$ cat src/rtl/td4_core.sv
// td4_core: 4-bit single-cycle TD4 CPU (A, B, OUT, PC, carry) fetching one byte per cycle from an external ROM.
// Optional build macro TD4_ADD_ONLY_CARRY_EN: only ADD A,Im / ADD B,Im write the carry flag.
module td4_core #(
  parameter logic [3:0] RESET_PC = 4'h0
) (
  input  logic       clk,
  input  logic       rst,
  output logic [3:0] addr,
  input  logic [7:0] data,
  output logic       cf,
  input  logic [3:0] port_i,
  output logic [3:0] port_o
);

  typedef enum logic [3:0] {
    OP_ADD_A  = 4'b0000,
    OP_MOV_AB = 4'b0001,
    OP_IN_A   = 4'b0010,
    OP_MOV_A  = 4'b0011,
    OP_MOV_BA = 4'b0100,
    OP_ADD_B  = 4'b0101,
    OP_IN_B   = 4'b0110,
    OP_MOV_B  = 4'b0111,
    OP_OUT_B  = 4'b1001,
    OP_OUT_IM = 4'b1011,
    OP_JNC    = 4'b1110,
    OP_JMP    = 4'b1111
  } opcode_e;

  typedef enum logic [1:0] {
    SRC_ZERO,
    SRC_A,
    SRC_B,
    SRC_PORT
  } src_e;

  logic [3:0] a_q, a_d;
  logic [3:0] b_q, b_d;
  logic [3:0] out_q, out_d;
  logic [3:0] pc_q, pc_d;
  logic       c_q, c_d;

  opcode_e    op;
  logic [3:0] im;
  src_e       srcSel;
  logic [3:0] srcVal;
  logic [4:0] sum;
  logic       wrA, wrB, wrOut, isJmp, isJnc, isAdd, isDefined;

  assign op = opcode_e'(data[7:4]);
  assign im = data[3:0];

  always_comb begin
    srcSel    = SRC_ZERO;
    wrA       = 1'b0;
    wrB       = 1'b0;
    wrOut     = 1'b0;
    isJmp     = 1'b0;
    isJnc     = 1'b0;
    isAdd     = 1'b0;
    isDefined = 1'b1;
    case (op)
      OP_ADD_A:  begin srcSel = SRC_A;    wrA = 1'b1; isAdd = 1'b1; end
      OP_ADD_B:  begin srcSel = SRC_B;    wrB = 1'b1; isAdd = 1'b1; end
      OP_MOV_A:  begin srcSel = SRC_ZERO; wrA = 1'b1; end
      OP_MOV_B:  begin srcSel = SRC_ZERO; wrB = 1'b1; end
      OP_MOV_AB: begin srcSel = SRC_B;    wrA = 1'b1; end
      OP_MOV_BA: begin srcSel = SRC_A;    wrB = 1'b1; end
      OP_IN_A:   begin srcSel = SRC_PORT; wrA = 1'b1; end
      OP_IN_B:   begin srcSel = SRC_PORT; wrB = 1'b1; end
      OP_OUT_B:  begin srcSel = SRC_B;    wrOut = 1'b1; end
      OP_OUT_IM: begin srcSel = SRC_ZERO; wrOut = 1'b1; end
      OP_JMP:    begin srcSel = SRC_ZERO; isJmp = 1'b1; end
      OP_JNC:    begin srcSel = SRC_ZERO; isJnc = 1'b1; end
      default:   isDefined = 1'b0;
    endcase
  end

  always_comb begin
    srcVal = 4'h0;
    case (srcSel)
      SRC_A:    srcVal = a_q;
      SRC_B:    srcVal = b_q;
      SRC_PORT: srcVal = port_i;
      default:  srcVal = 4'h0;
    endcase
    sum = {1'b0, srcVal} + {1'b0, im};
  end

  // JNC tests the carry produced by the previous instruction (c_q), not this one's sum.
  always_comb begin
    a_d   = wrA   ? sum[3:0] : a_q;
    b_d   = wrB   ? sum[3:0] : b_q;
    out_d = wrOut ? sum[3:0] : out_q;
    pc_d  = pc_q + 4'h1;
    if (isJmp || (isJnc && !c_q))
      pc_d = im;
`ifdef TD4_ADD_ONLY_CARRY_EN
    c_d = isAdd ? sum[4] : c_q;
`else
    c_d = isDefined ? sum[4] : 1'b0;
`endif
  end

  always_ff @(posedge clk or posedge rst) begin
    if (rst) begin
      a_q   <= 4'h0;
      b_q   <= 4'h0;
      out_q <= 4'h0;
      pc_q  <= RESET_PC;
      c_q   <= 1'b0;
    end else begin
      a_q   <= a_d;
      b_q   <= b_d;
      out_q <= out_d;
      pc_q  <= pc_d;
      c_q   <= c_d;
    end
  end

  assign addr   = pc_q;
  assign cf     = c_q;
  assign port_o = out_q;

endmodule

$ cat config.mk
export PLATFORM = sky130hd
export DESIGN_NAME = td4_core
export DESIGN_NICKNAME = d
export VERILOG_FILES = /design/src/rtl/td4_core.sv
export SDC_FILE = /design/constraint.sdc
export NUM_CORES = 1
export LEC_CHECK = 0
export ABC_CLOCK_PERIOD_IN_PS = 1500
export CAP_MARGIN = 5
export CORE_AREA = 2 2 57 59
export DETAILED_ROUTE_END_ITERATION = 12
export DIE_AREA = 0 0 59 61
export MAX_ROUTING_LAYER = met4
export SETUP_SLACK_MARGIN = 0.5
export SLEW_MARGIN = 10
export SYNTH_ARGS = -nofsm -noshare
export SYNTH_HDL_FRONTEND = slang
export SYNTH_SLANG_ARGS = --single-unit
$ cat constraint.sdc
create_clock -name clk -period 1.5 [get_ports clk]
set_clock_uncertainty 0.05 [all_clocks]
set_input_delay 0.3 -clock clk [delete_from_list [all_inputs] [get_ports clk]]
set_output_delay 0.3 -clock clk [all_outputs]
set_load 0.02 [all_outputs]
==> summary.txt <==
Cells and area
  – Ratio of cells with drive above 1 in the final layout: 0.612
  – Filler Cell Count: 251
  – Final nets: 150
  – Synthesis-to-layout area growth: 65.5%
  – Most common cell after layout, fill and taps aside: buf_4
  – Commonest cells after routing, fill and taps aside: buf_4, buf_6, dfrtp_1
  – Antenna cell count: 0
  – Final Util: 0.551

STA
  – Crit share post-route: 1.19
  – Slew Viols, Final: 0
  – RSZ-0062 raised after global routing: true
  – Minimum clock period: 1.78 ns
  – TNS Setup: -2.53 ns
  – Endpoints failing hold: 0
  – # setup viols final: 10
  – Final setup margin: -0.284 ns
  – Worst hold slack: 0.269 ns
  – Slew HR: 0.749
  – Max Freq: 0.561 GHz
  – Least-Margin Pin Slew: 0.376 ns

Placed design
  – Post-DP HPWL: 1730 um
  – IO buf count: 22
  – RePlAce Congestion: 0.787

Synth
  – Mux share of post-synthesis cell area: 0.176
  – Cell area after synthesis: 983 um^2
  – Largest family of logic cells by synthesized area: multiplexers
  – FF+latch count, synth: 17
  – Synth Area in Compound Gates: 0.149
  – Syn Area/Cell: 12.6 um^2
  – Top post-synthesis cells by area: dfrtp_1, mux2_2, ha_1
  – Syn_nets: 98
  – Synth area leader: dfrtp_1
  – Synth Area in XOR/XNOR: 0.0267
  – Gate Count Post-Synth: 78
  – Area share of fa/ha/maj cells after synthesis: 0.0840
  – Simple-gate area share of the yosys netlist: 0.0827
  – Yosys top cell area share: 0.433
  – Sequential-to-total area share from yosys stat: 0.433
  – Count of cell types in the netlist: 30
  – Number of warnings issued by yosys: 0

Clock tree
  – CTS HTree Levels: 1
  – CTS root buf: clkbuf_4
  – CTS tree: done
  – Clock latency at the later pin of the worst-skew pair: 0.29 ns
  – Worst-path clk slew: 0.10 ns
  – CTS Buffer Depth: 2
  – Clk sink count: 17
  – CTS Hold Bufs: 0
  – CTS Buf Count: 3

Min path
  – Worst Hold Class: primary input to async pin

Setup path
  – Critical path capture point type: register
  – Peak fanout along the critical path: 4
  – Setup Crit Path Kind: primary input to register
  – Worst EP arrival: 1.93 ns
  – CP required: 1.65 ns
  – Worst setup path startpoint: data[5]
  – Startpoint Class: primary input
  – Worst reg2reg path startpoint: a_q[1]$_DFFE_PP0P_

Pwr
  – Pwr/cell area: 1300 mW/mm^2
  – Seq pwr share: 0.350
  – Tot Pwr: 2.12 mW
  – Sw Ratio: 0.340
  – Switch Pwr: 720 uW
  – Leakage: 0.777 nW
  – Worst vdd ir: 761 uV
  – Comb pwr share: 0.534
  – Clk pwr share: 0.116
  – Pint: 1.40 mW

Drt
  – Via-per-instance ratio: 4.91
  – Routed wire length: 2440 um
  – Post-route DRC violation count: 0
  – Drt pass-1 iters: 6
  – Routed len/inst: 15.1 um
  – DRT iter0 DRCs: 7
  – Post-DRT Antenna Nets: 0
  – Via count: 795

Global route
  – First-pass GRT wire length: 3930 um
  – Antenna violations before repair: 0
  – Vias in the first global route: 872
  – Pin count of the biggest net entering global routing: 18
  – Grt ovf: 0
  – Total GRT Usage: 0.155

Floorplanning
  – CORE AREA: 0.00295 mm^2
  – Initial Util: 0.333
  – Die Y-Extent: 61 um
  – Number of I/O pins: 23
  – Width of the die: 59 um
  – Row Count: 20
  – Die area: 0.00360 mm^2

Status
  – Violations in the final reports: setup timing
  – Status: complete, but fails checks

Job
  – Max_cap viols: 0
## through the flow
| step | instance area (um^2) | std cells | worst slack (ns) |
|---|---|---|---|
| 6_report | 1630 | 162 | -0.284 |
| 5_1_grt | 1630 | 162 | -0.334 |
| 2_1_floorplan | 1050 | 78 | -0.426 |
| 3_3_place_gp | 1370 | 145 | -0.982 |
| 4_1_cts | 1550 | 158 | -0.250 |
| 3_5_place_dp | 1370 | 145 | -0.988 |
## cells by family after synthesis
family	after synthesis
flip-flops	17
adder cells (fa/ha/maj)	6
AND/OR/NAND/NOR	13
multiplexers	15
XOR/XNOR	3
AO/OA/AOI/OAI	18
buffers and inverters	6
## what timing repair did
item,CTS,global route
setup endpoints to repair,26,26
pin swaps,18,3
resized for setup,92,8
buffers inserted,9,4
## final cells by class
cell class                 instances  area [um^2]  area share
multi-input combinational         55          653       0.401
tap                               33         41.3      0.0254
sequential                        17          429       0.264
clock buffer                       3         22.5      0.0138
clock inverter                     1         5.00     0.00307
timing repair buffer              50          465       0.286
inverter                           3         11.3     0.00692
## critical path: stages
cell       delay, ns
buf_6           0.09
buf_6           0.12
a211oi_4        0.24
buf_4           0.18
o2bb2ai_4       0.11
ha_1            0.25
and3_4          0.18
o21a_2          0.23
o31ai_2         0.23
## state kept, by name, indices dropped and copies added, names as in the netlist
name    cells
port_o      4
a_q         4
cf          1
addr        4
b_q         4
## Yosys cell counts
cell / n
nor3_1: 1
fa_1: 1
o21ai_0: 3
buf_8: 1
a21oi_1: 3
a21o_4: 1
or2_2: 1
nand2b_1: 1
nand2_1: 4
and3_1: 1
a211oi_2: 1
mux2i_1: 6
o21a_1: 1
a21o_1: 2
nand3_2: 1
ha_1: 5
nand3_1: 1
inv_1: 2
xor2_1: 1
nand3b_4: 1
nor2_1: 2
mux2_4: 3
o31ai_1: 2
o2bb2ai_1: 4
inv_2: 1
o41ai_2: 1
xnor2_1: 2
buf_6: 2
mux2_2: 6
dfrtp_1: 17
## routing by layer
layer | wire [um] | track usage | vias to the layer above
met5 | 0 | - | -
met1 | 1000 | 0.181 | 377
li1 | - | - | 383
met2 | 1250 | 0.249 | 29
met3 | 135 | 0.0533 | 6
met4 | 55 | 0.0552 | 0
## power by group through the flow
stage                     Combinational [mW]  Clock, mW  Sequential, mW
after floorplan                        0.390          0           0.807
after global placement                 0.791          0           0.718
after detailed placement               0.806          0           0.721
after CTS                              0.990      0.256           0.738
after global routing                    1.21      0.281           0.755
final                                   1.13      0.245           0.741
## path summary, 6_finish.rpt
kind	to	slack, ns	cells after the start
max reg2reg	a_q[3]$_DFFE_PP0P_	-0.26	7
min reg2reg	b_q[2]$_DFFE_PP0P_	0.48	2
min	port_o[0]$_DFFE_PP0P_	0.27	3
min in group clk	cf$_DFF_PP0_	0.30	3
max	port_o[3]$_DFFE_PP0P_	-0.28	9
max in group asynchronous	addr[1]$_DFF_PP0_	0.92	3
Note: power is estimated with default switching activity, not from simulation.
==> RTL edit 1, RTL diff (config.mk and constraints unchanged) <==
Take the reset off `a_q` and `b_q` and load them in a clocked block of their own.
--- a/src/rtl/td4_core.sv
+++ b/src/rtl/td4_core.sv
@@ -104,18 +104,19 @@
 
   always_ff @(posedge clk or posedge rst) begin
     if (rst) begin
-      a_q   <= 4'h0;
-      b_q   <= 4'h0;
       out_q <= 4'h0;
       pc_q  <= RESET_PC;
       c_q   <= 1'b0;
     end else begin
-      a_q   <= a_d;
-      b_q   <= b_d;
       out_q <= out_d;
       pc_q  <= pc_d;
       c_q   <= c_d;
     end
+  end
+
+  always_ff @(posedge clk) begin
+    a_q <= a_d;
+    b_q <= b_d;
   end
 
   assign addr   = pc_q;
Check against the original RTL: not equivalent (Yosys sat finds a counterexample within 4 cycles, from zero or initial values and one cycle with rst high).
==> RTL edit 1 against the original RTL <==
  * The run still ends with setup timing left
  * Total power fell by 15%
  * Synthesized cell count fell by 18%
  * Final area fell by 4.0%
  * Register-to-register slack got worse by 60 ps
  * Sequential cell count did not move
  * Final cell count fell by 10%
  * Global-route usage fell by 0.86 points
  * Worst setup slack got worse by 40 ps
  * Non-clock buffer count fell by 5
  * Critical path depth fell by 3
  * Critical endpoint is now a_q[2]
  * Routed wire length fell by 12%
  * Area after synthesis fell by 9.5%
==> RTL edit 1: results (changes against the original RTL) <==
* Number of resized instances in the post-cts repair step at 103 (+12%)
* Violated checks: setup timing
* Post-synth ARST share at 0.529 (-0.471)
* Power Combinational at 0.863 mW (-24%)
* First-pass GRT wire length at 3.64 mm (-7.4%)
* Final Non-Filler Cells at 145 (-10%)
* Placement-stage cell area at 1270 um2 (-6.7%)
* Number of cell instances on the worst register-to-register path at 6 (-1)
* Final setup violation count at 10 (unchanged)
* Reg-to-reg critical path startpoint: a_q[0]
* Setup tns final at -2570 ps (-42.8 ps)
* Placed wire-length estimate after detailed placement at 1.45 mm (-16%)
* IR drop worst, VDD at 632 uV (-17%)
* Data arrival time of the critical path at 1840 ps (-90 ps)
* Final Worst Setup Slack at -323 ps (-39.9 ps)
* Worst path slowest cell: edfxtp_1
* Result of the run: finished, violations left
* Number of distinct standard cells referenced by the synthesized netlist at 26 (-13%)
* DRC marker count from the first detailed-route iteration at 13 (+6)
* Largest fanout of any net on the critical path at 2 (-2)
* GRT Util Overall at 0.147 (-0.00856)
* DR pass1 iterations at 4 (-2)
* Maximum number of pins on one net before global-route repair at 11 (-7)
* Power in sequential cells at 0.685 mW (-7.6%)
* Worst setup timing slack at the placement stage at -975 ps (+12.4 ps)
* Top post-synthesis cells by area: edfxtp_1 27%, dfrtp_1 25%, ha_1 7.0%
* Critical Path Max Stage Delay at 410 ps (+160 ps)
* Post-Place Cells at 130 (-10%)
* Via Count at 690 (-13%)
RTL edit 1: changes by cell type after synthesis, sizes merged, moves of 2 or more:
cell	unedited run	this run
buf	3	1
dfrtp	17	9
edfxtp	0	8
mux2	9	6
nand2	4	1
o21ai	3	0
RTL edit 1: worst max path at each step:
| stage | start | to | slack [ps] | depth (start not counted) |
|---|---|---|---|---|
| finish | a_q[0] | a_q[2] | -320 | 6 |
| global route | a_q[0] | port_o[2] | -400 | 6 |
| CTS | a_q[0] | port_o[2] | -310 | 6 |
| detailed placement | data[5] | port_o[1] | -980 | 7 |
| global placement | data[4] | port_o[1] | -980 | 7 |
| floorplan | data[5] | port_o[2] | -320 | 7 |
RTL edit 1: logic make-up (layout without fill, tap and decap cells):
| kind of cell | after synthesis | after routing | synth area share |
|---|---|---|---|
| AOI/OAI and AO/OA | 12 | 12 | 0.107 |
| xor gates and xnor gates | 3 | 3 | 0.0295 |
| adders and majority gates | 6 | 6 | 0.0928 |
| buffers and inverters | 4 | 52 | 0.0211 |
| DFF | 17 | 17 | 0.523 |
| muxes | 12 | 12 | 0.156 |
| and+or+nand+nor | 10 | 10 | 0.0703 |
RTL edit 1: worst reg2reg max path, cell delays in order (launching register included):
cell and delay, ps:
edfxtp_1 410, mux2i_2 180, o2bb2ai_2 110, ha_4 170, fa_2 360, xor2_2 170
buf_4 140
RTL edit 1: final cells by class:
class	instances	area (um2)
multi-input combinational	43	593
clock inverter	1	5.00
tap	33	41.3
inverter	3	11.3
sequential	17	469
clock buffer	3	22.5
fill	252	1390
timing repair buffer	45	420
RTL edit 1: metal layers:
metal | vias up | global-route usage | wire (um)
met5 | - | - | 0
met2 | 16 | 0.244 | 1090
met3 | 4 | 0.0320 | 77
met1 | 337 | 0.173 | 937
met4 | 0 | 0.0584 | 34
li1 | 333 | - | -
==> RTL edit 2, RTL diff (same flow settings) <==
Made on the original files. Build with the macro `TD4_ADD_ONLY_CARRY_EN` defined.
--- a/src/rtl/td4_core.sv
+++ b/src/rtl/td4_core.sv
@@ -1,5 +1,7 @@
 // td4_core: 4-bit single-cycle TD4 CPU (A, B, OUT, PC, carry) fetching one byte per cycle from an external ROM.
 // Optional build macro TD4_ADD_ONLY_CARRY_EN: only ADD A,Im / ADD B,Im write the carry flag.
+`define TD4_ADD_ONLY_CARRY_EN
+
 module td4_core #(
   parameter logic [3:0] RESET_PC = 4'h0
 ) (
Behaviour: not the same (a bounded check fails within 4 cycles, from zero or initial values and one cycle with rst high).
==> RTL edit 2 against the original RTL <==
  * The run still ends with setup timing left
  * Global-route usage increased by 0.38 points
  * Synthesized cell count increased by 2.6%
  * Count of clock-buffer cells in the layout unchanged
  * Worst hold slack got worse by 8.5 ps
  * Sequential cell count unchanged
  * Final area decreased by 3.5%
  * Worst setup slack got worse by 50 ps
  * Utilization decreased by 1.9 points
  * Total power decreased by 1.2%
  * Non-clock buffer count decreased by 3
  * Via count decreased by 2.0%
  * Final cell count decreased by 0.62%
  * Routed wire length decreased by 0.90%
  * Area after synthesis decreased by 1.1%
  * Critical path type is now reg -> reg
==> RTL edit 2: results (changes against the original RTL) <==
* Net count, final at 149 (-0.67%)
* Reg-to-reg critical path startpoint: a_q[2]
* GRT Util Overall at 0.159 (+0.00384)
* Number of cell instances on the worst register-to-register path at 6 (-1)
* Top post-synthesis cells by area: dfrtp_1 44%, mux2_2 6.9%, ha_1 6.4%
* Synthesized-area fraction occupied by ao, oa, aoi and oai cells at 0.157 (+0.00816)
* Synthesized net count at 100 (+2.0%)
* Placed wire-length estimate after detailed placement at 1.67 mm (-3.6%)
* Violated checks: setup timing
* Commonest cells in the netlist: 17 x dfrtp_1, 6 x mux2_2, 5 x ha_1, 5 x mux2i_1
* DR pass1 iterations at 4 (-2)
* IR drop worst, VDD at 731 uV (-4.0%)
* Result of the run: finished, violations left
* Xor-xnor portion of the synthesized cell area at 0.0360 (+0.00932)
* Final Worst Setup Slack at -334 ps (-50.0 ps)
* First-pass GRT wire length at 4.04 mm (+2.8%)
* Static Leak at 0.760 nW (-2.2%)
* Setup tns final at -2580 ps (-51.0 ps)
* Placement-stage cell area at 1370 um2 (about the same)
* Routability congestion estimate from global placement at 0.809 (+2.7%)
* Proportion of synthesized chip area in sequential cells at 0.438 (+0.00501)
* Data arrival time of the critical path at 1990 ps (+60 ps)
* Mean post-synth cell area at 12.2 um2 (-3.6%)
* Fraction of final layout cells sized beyond drive strength 1 at 0.578 (-0.0343)
* DRC marker count from the first detailed-route iteration at 15 (+8)
* Routed wire length at 2.42 mm (-0.90%)
* Number of distinct standard cells referenced by the synthesized netlist at 29 (-3.3%)
* Final setup violation count at 10 (unchanged)
* Adder and majority gate portion of the synthesized area at 0.0849 (+0.000973)
* Worst setup timing slack at the placement stage at -988 ps (-0.627 ps)
* Proportion of synthesized area in mux cells at 0.167 (-0.00826)
* Worst slack on hold paths at 261 ps (-8.53 ps)
* Worst path slowest cell: dfrtp_1
-- RTL edit 2: cell types whose count changed in the layout (fill, tap and decap cells not counted), moves of 2 or more --
cell,change
buf_6,-3
mux2_4,+2
mux2_2,-2
buf_2,+2
-- RTL edit 2: worst max path at each step --
| stage | from | endpoint | slack (ps) | cells past startpoint |
|---|---|---|---|---|
| after floorplan | data[6] | a_q[3] | -390 | 7 |
| after global placement | data[5] | cf | -960 | 9 |
| after detailed placement | data[5] | cf | -990 | 9 |
| after CTS | a_q[2] | a_q[3] | -340 | 6 |
| after global routing | a_q[2] | a_q[3] | -430 | 6 |
| final | a_q[2] | a_q[3] | -330 | 6 |
-- RTL edit 2: logic make-up after synthesis --
kind of cell,Yosys count
AND/OR/NAND/NOR,14
buffers and inverters,6
XOR/XNOR,4
multiplexers,14
AO/OA/AOI/OAI,19
adder cells (fa/ha/maj),6
flip-flops,17
-- RTL edit 2: what timing repair did --
action | in CTS | in global routing
resized for setup | 88 | 8
buffers inserted | 9 | 1
endpoints found under the setup margin | 26 | 26
hold endpoints to repair | 0 | 0
pin swaps | 19 | 9
-- RTL edit 2: layout make-up --
| class | instances | area share |
|---|---|---|
| Timing Repair Buffer | 47 | 0.264 |
| Sequential cell | 17 | 0.273 |
| Inverter | 3 | 0.00717 |
| Clock buffer | 3 | 0.0143 |
| Clock inverter | 1 | 0.00319 |
| Tap cell | 33 | 0.0263 |
| Multi-Input combinational cell | 57 | 0.412 |
-- RTL edit 2: where the power goes --
part           internal (mW)  switching (mW)  total (mW)
clock network         0.0995           0.147       0.246
logic                  0.653           0.440        1.09
registers              0.616           0.134       0.749
-- RTL edit 2: per-layer routing --
layer  global-route usage  part of all wire
met3               0.0512             0.047
met5                    -                 0
met2                0.244              0.49
met1                0.203              0.45
met4               0.0422             0.013
-- RTL edit 2: critical path, delay by kind of cell, from the launching register on --
| family | cells | cell delay (ps) |
|---|---|---|
| AOI/OAI and AO/OA | 4 | 800 |
| DFF | 1 | 390 |
| adders and majority gates | 1 | 350 |
| muxes | 1 | 150 |
